## src/rtl/csa_resolve.sv

```systemverilog
// Segmented, pipelined carry-propagate resolver: out = s + 2*c, one SEG-bit slice per stage.
// Optional 2-entry output skid FIFO enabled by defining CSA_RESOLVE_SKID_EN.
module csa_resolve #(
  parameter int DW  = 32,
  parameter int SEG = 8
) (
  input  logic          clk,
  input  logic          nreset,
  input  logic          in_valid,
  output logic          in_ready,
  input  logic [DW-1:0] s,
  input  logic [DW-1:0] c,
  output logic          out_valid,
  input  logic          out_ready,
  output logic [DW+1:0] out
);

  localparam int W  = DW + 2;
  localparam int NS = (W + SEG - 1) / SEG;
  localparam int PW = NS * SEG;

  logic [PW-1:0] sx, cx;
  logic [PW-1:0] a_q   [NS];
  logic [PW-1:0] b_q   [NS];
  logic [PW-1:0] a_src [NS];
  logic [PW-1:0] b_src [NS];
  logic [PW-1:0] a_d   [NS];
  logic [NS-1:0] v_q, cy_q, cy_d, cin;
  logic [SEG:0]  sum;
  logic          en;

  // Vectors are padded to NS*SEG bits so every slice is full width; pad bits stay zero.
  assign sx = PW'({2'b00, s});
  assign cx = PW'({1'b0, c, 1'b0});

  always_comb begin
    a_src[0] = sx;
    b_src[0] = cx;
    for (int unsigned k = 1; k < NS; k++) begin
      a_src[k] = a_q[k-1];
      b_src[k] = b_q[k-1];
    end
    cin  = cy_q << 1;
    cy_d = '0;
    sum  = '0;
    for (int unsigned k = 0; k < NS; k++) begin
      sum = {1'b0, a_src[k][k*SEG +: SEG]} + {1'b0, b_src[k][k*SEG +: SEG]}
          + {{SEG{1'b0}}, cin[k]};
      a_d[k] = a_src[k];
      a_d[k][k*SEG +: SEG] = sum[SEG-1:0];
      if (k != NS - 1) cy_d[k] = sum[SEG];
    end
  end

  always_ff @(posedge clk or negedge nreset) begin
    if (!nreset) begin
      v_q  <= '0;
      cy_q <= '0;
      for (int unsigned k = 0; k < NS; k++) begin
        a_q[k] <= '0;
        b_q[k] <= '0;
      end
    end else if (en) begin
      v_q[0] <= in_valid;
      for (int unsigned k = 1; k < NS; k++) v_q[k] <= v_q[k-1];
      cy_q <= cy_d;
      for (int unsigned k = 0; k < NS; k++) begin
        a_q[k] <= a_d[k];
        b_q[k] <= b_src[k];
      end
    end
  end

`ifdef CSA_RESOLVE_SKID_EN
  logic [W-1:0] mem [2];
  logic [1:0]   occ;
  logic         rp, wp, push, pop;

  // Advance depends only on FIFO occupancy, so in_ready never sees out_ready combinationally.
  assign en        = (occ != 2'd2);
  assign push      = en & v_q[NS-1];
  assign pop       = out_valid & out_ready;
  assign out_valid = (occ != 2'd0);
  assign out       = mem[rp];

  always_ff @(posedge clk or negedge nreset) begin
    if (!nreset) begin
      mem[0] <= '0;
      mem[1] <= '0;
      occ    <= '0;
      rp     <= 1'b0;
      wp     <= 1'b0;
    end else begin
      if (push) begin
        mem[wp] <= a_q[NS-1][W-1:0];
        wp      <= ~wp;
      end
      if (pop) rp <= ~rp;
      occ <= occ + {1'b0, push} - {1'b0, pop};
    end
  end
`else
  assign en        = ~v_q[NS-1] | out_ready;
  assign out_valid = v_q[NS-1];
  assign out       = a_q[NS-1][W-1:0];
`endif

  assign in_ready = en;

endmodule
```

## config.mk

```make
export PLATFORM = sky130hd
export DESIGN_NAME = csa_resolve
export DESIGN_NICKNAME = d
export VERILOG_FILES = /design/src/rtl/csa_resolve.sv
export SDC_FILE = /design/constraint.sdc
export NUM_CORES = 1
export LEC_CHECK = 0
export CAP_MARGIN = 15
export CORE_ASPECT_RATIO = 0.5
export CORE_MARGIN = 4
export CORE_UTILIZATION = 41
export CTS_BUF_LIST = sky130_fd_sc_hd__clkbuf_8
export CTS_CLUSTER_SIZE = 24
export DETAILED_ROUTE_END_ITERATION = 10
export HOLD_SLACK_MARGIN = 0.15
export SKIP_LAST_GASP = 1
export SYNTH_ARGS = -nofsm -noshare
export SYNTH_HDL_FRONTEND = slang
export SYNTH_SLANG_ARGS = --single-unit
export TNS_END_PERCENT = 50
```

## constraint.sdc

```tcl
create_clock -name clk -period 4.85 [get_ports clk]
set_clock_uncertainty 0.15 [all_clocks]
set_input_delay 0.97 -clock clk [delete_from_list [all_inputs] [get_ports clk]]
set_output_delay 0.97 -clock clk [all_outputs]
set_load 0.05 [all_outputs]
```

# Word level (Yosys, flattened, before mapping)
# Index checks and enable logic that the tools add are counted.
[word_totals] reg_bits=299 input_bits=68 out_inout_bits=36 word_cells=21
[op_classes] addsub=8 bitwise=2
[op_table] cell="$add 8x8->9" count=4
[op_table] cell="$add 9x1->9" count=3
[op_table] cell="$add 1x1->2" count=1
[op_table] cell="$not 1->1" count=1
[op_table] cell="$or 1x1->1" count=1

# Logic depth before layout (Yosys ltp)
[logic_depth] depth_word=2 ltp_mapped=8 depth_no_buf=7

# Worst setup path before layout
# OpenSTA, ideal clock, no wires.
[synth_path] path_kind="input-to-output" start="input port out_ready" end="output port in_ready" arrival_time_ps=1641 t_required_ps=3730 slack_ps=2089 path_stages=5 path_buffers=3 path_cell_list="nor2b_1 > buf_2 > inv_2 > buf_4 > buf_2"
[synth_between] elab_chain_len=1
[synth_rtl] item="start, declared" line="14" rtl="input logic out_ready,"
[synth_rtl] item="$or 1x1->1" line="103" rtl="assign en = ~v_q[NS-1] | out_ready;"
[synth_rtl] item="end, declared" line="10" rtl="output logic in_ready,"
# No other way between the ends.

# Worst setup path after layout
# Ends and elaborated chain as after synthesis.

==> flow_summary.ini <==
[drt]
route.vias.total = 7153
route.final.wire_length_mm = 20.1
post_drt_wl_per_cell_um = 13.4
detail_route.first_pass.iterations = 4
ant_nets = 0
drc = 0
drtIter0Drc = 591
vias_per_cell = 4.78

[synth]
synthDominantCellAreaShare_pct = 56.0
synth_most_common_cell = sky130_fd_sc_hd__nand2_1
postSynth.topFlopCell = sky130_fd_sc_hd__dfrtp_1
yosysWarningCount = 0
postSynth.asyncResetShare_pct = 100
synth_cell_types = 43
synth.top_cells.by_area = sky130_fd_sc_hd__dfrtp_1, sky130_fd_sc_hd__nand2_1, sky130_fd_sc_hd__ha_1
ys_seq_area_share_pct = 56.0
ys_seq_elements = 223
synth_common_cells = sky130_fd_sc_hd__nand2_1, sky130_fd_sc_hd__dfrtp_1, sky130_fd_sc_hd__buf_2, sky130_fd_sc_hd__buf_4, sky130_fd_sc_hd__ha_1
postSynthCellCount = 1110
synth-edff-count = 0
syn-num-nets = 1214
yosysTopAreaCell = sky130_fd_sc_hd__dfrtp_1
syn_area_um2 = 9960
synth.avg_cell_area_um2 = 8.97

[clocking]
tritoncts = yes
clock_tree.buffer_depth = 3
cts_htree_levels = 2
clockRootBuffer = sky130_fd_sc_hd__clkbuf_8
post_cts_resize_count = 0
worst_skew_pair.late_latency_ns = 0.53
ctsHoldBuffers = 0
tritoncts.num_buffers = 34
post-cts-setup-buffers = 0
cts_num_sinks = 223
clk_pin_slew_worst_paths_ns = 0.07

[min_path]
holdPathStages = 2
hold_end = a_q[136]
hp-start = a_d[136]
hold_class = reg -> reg

[cells_and_area]
layout-drive-gt1-share_pct = 4.96
final_net_count = 1274
n_antenna_cell = 0
ff_latch_area_um2 = 5580
final.fill_count = 2268
layout.cell_area.non_filler_um2 = 11500
syn_to_final_growth_pct = 15.9
instances_no_fill = 1496
multi_input_comb_area_um2 = 3820

[timing]
fmax_ghz = 0.275
setup_ws_ns = 1.21
final_hold_viol_count = 0
min_period_over_period_pct = 75.0
slew_at_the_pin_closest_to_its_max_slew_limit_ns = 1.10
tns_ns = 0
finalSetupViolCount = 0
rsz0062_at_grt = false
timing.max_slew.rel_slack_pct = 26.6
slew_violations = 0
finalWorstPathRequiredPeriod_ns = 3.64

[placement]
pre_cts_ws_ns = 1.15
placed_cell_area_um2 = 10900
gp_congestion = 0.842
post-dp-hpwl_mm = 12.9
dpl.cell_count = 1441
io_buffers = 103

[power]
max-vdd-ir-drop_mv = 0.205
pwr_density_cell_nw_per_um2 = 672
power_leakage_nw = 5.86
fin_total_pwr_mw = 7.76

[critical_path]
r2r_cells = 6
worst-endpoint-required_ns = 3.73
worst_r2r_endpoint = a_d[91]
critPathKind = in -> out
rr_startpoint = v_q[4]
signal_arrival_time_at_the_worst_endpoint_ns = 2.52
critPathLaunchType = primary input
critical_path.endpoint_type = output port
critical_path_peak_fanout = 4
setup.reg_to_reg.worst_slack_ns = 2.18

[die]
row_count = 39
die_width_um = 228
die_height_um = 118
placeableCoreArea_um2 = 23300
dieArea_um2 = 27000
ios = 104
starting_density_of_the_core_pct = 42.7

[grt]
grt_first_pass_wirelength_mm = 34.7
maximum_number_of_pins_on_one_net_before_global_route_repair = 249
number_of_antenna_violations_at_the_first_check_in_global_routing = 0
gr-total-overflow = 0
grtUsageTotal_pct = 15.1
first_global_vias = 7060

[flow_run]
timing.max_cap.violations = 0

[outcome]
outcome = completed
worst max path at each step:
stage,startpoint,to,slack [ns],cells after the start
floorplan,out_ready,in_ready,2.09,5
global placement,out_ready,a_d[91],1.13,7
detailed placement,out_ready,a_d[91],1.15,7
CTS,out_ready,in_ready,1.17,4
global route,out_ready,in_ready,1.18,4
finish,out_ready,in_ready,1.21,4
cell usage in the layout, fill, tap and decap left out, drive strengths merged, types with 7 or more instances in the layout:
| cell | instances |
|---|---|
| nor2 | 11 |
| ha | 29 |
| a211oi | 17 |
| clkbuf | 39 |
| o21a | 7 |
| o21ai | 26 |
| buf | 8 |
| dfrtp | 223 |
| fa | 7 |
| a21oi | 7 |
| a21o | 7 |
| nor3b | 11 |
| inv | 22 |
| nand2 | 591 |
| clkdlybuf4s50 | 102 |
| nor3 | 15 |
| o31ai | 9 |
critical path, cell delays in order:
cell and delay, ns:
sky130_fd_sc_hd__clkdlybuf4s50_1 0.51, sky130_fd_sc_hd__nor2b_4 0.08, sky130_fd_sc_hd__inv_6 0.06, sky130_fd_sc_hd__clkdlybuf4s50_1 0.89
registers in the layout, indices dropped and copies added, names as in the netlist:
register  flops
a_d         104
b_q          52
out          34
a_q          24
v_q           5
cy_q          4
stage by stage:
step / util (%) / hold slack [ns]
after floorplan: - / 0.280
after CTS: 49.5 / 0.292
after detailed placement: 46.9 / 0.303
after global placement: 46.9 / 0.297
final: 49.5 / 0.289
after global routing: 49.5 / 0.340
cell type report:
class                           instances  share of cell area [%]
Sequential cell                       223                    48.4
Multi-Input combinational cell        790                    33.1
Timing Repair Buffer                  110                    9.54
Clock buffer                           39                    4.65
Tap cell                              307                    3.33
Clock inverter                         16                   0.596
Inverter                               11                   0.401
routing by layer:
layer / track usage (%) / wire length (um) / vias up
met5: 0 / 0 / -
met4: 3.71 / 354 / 0
met3: 3.80 / 856 / 34
met2: 22.5 / 8660 / 99
met1: 22.3 / 10200 / 3382
li1: - / - / 3638
logic make-up (layout without fill, tap and decap cells):
family / after synthesis / after routing / synth area share (%)
XOR/XNOR: 4 / 4 / 0.352
flip-flops: 223 / 223 / 56.0
AO/OA/AOI/OAI: 94 / 94 / 6.61
multiplexers: 5 / 5 / 0.503
buffers and inverters: 97 / 176 / 5.64
adder cells (fa/ha/maj): 36 / 36 / 5.05
AND/OR/NAND/NOR: 651 / 651 / 25.8
power by group:
| part | total (mW) | internal [mW] | leakage, nW | switching [mW] |
|---|---|---|---|---|
| registers | 3.13 | 2.68 | 2.70 | 0.452 |
| clock network | 1.43 | 0.729 | 0.355 | 0.706 |
| logic | 3.19 | 1.21 | 2.81 | 1.98 |
(Power assumes the default switching activity.)
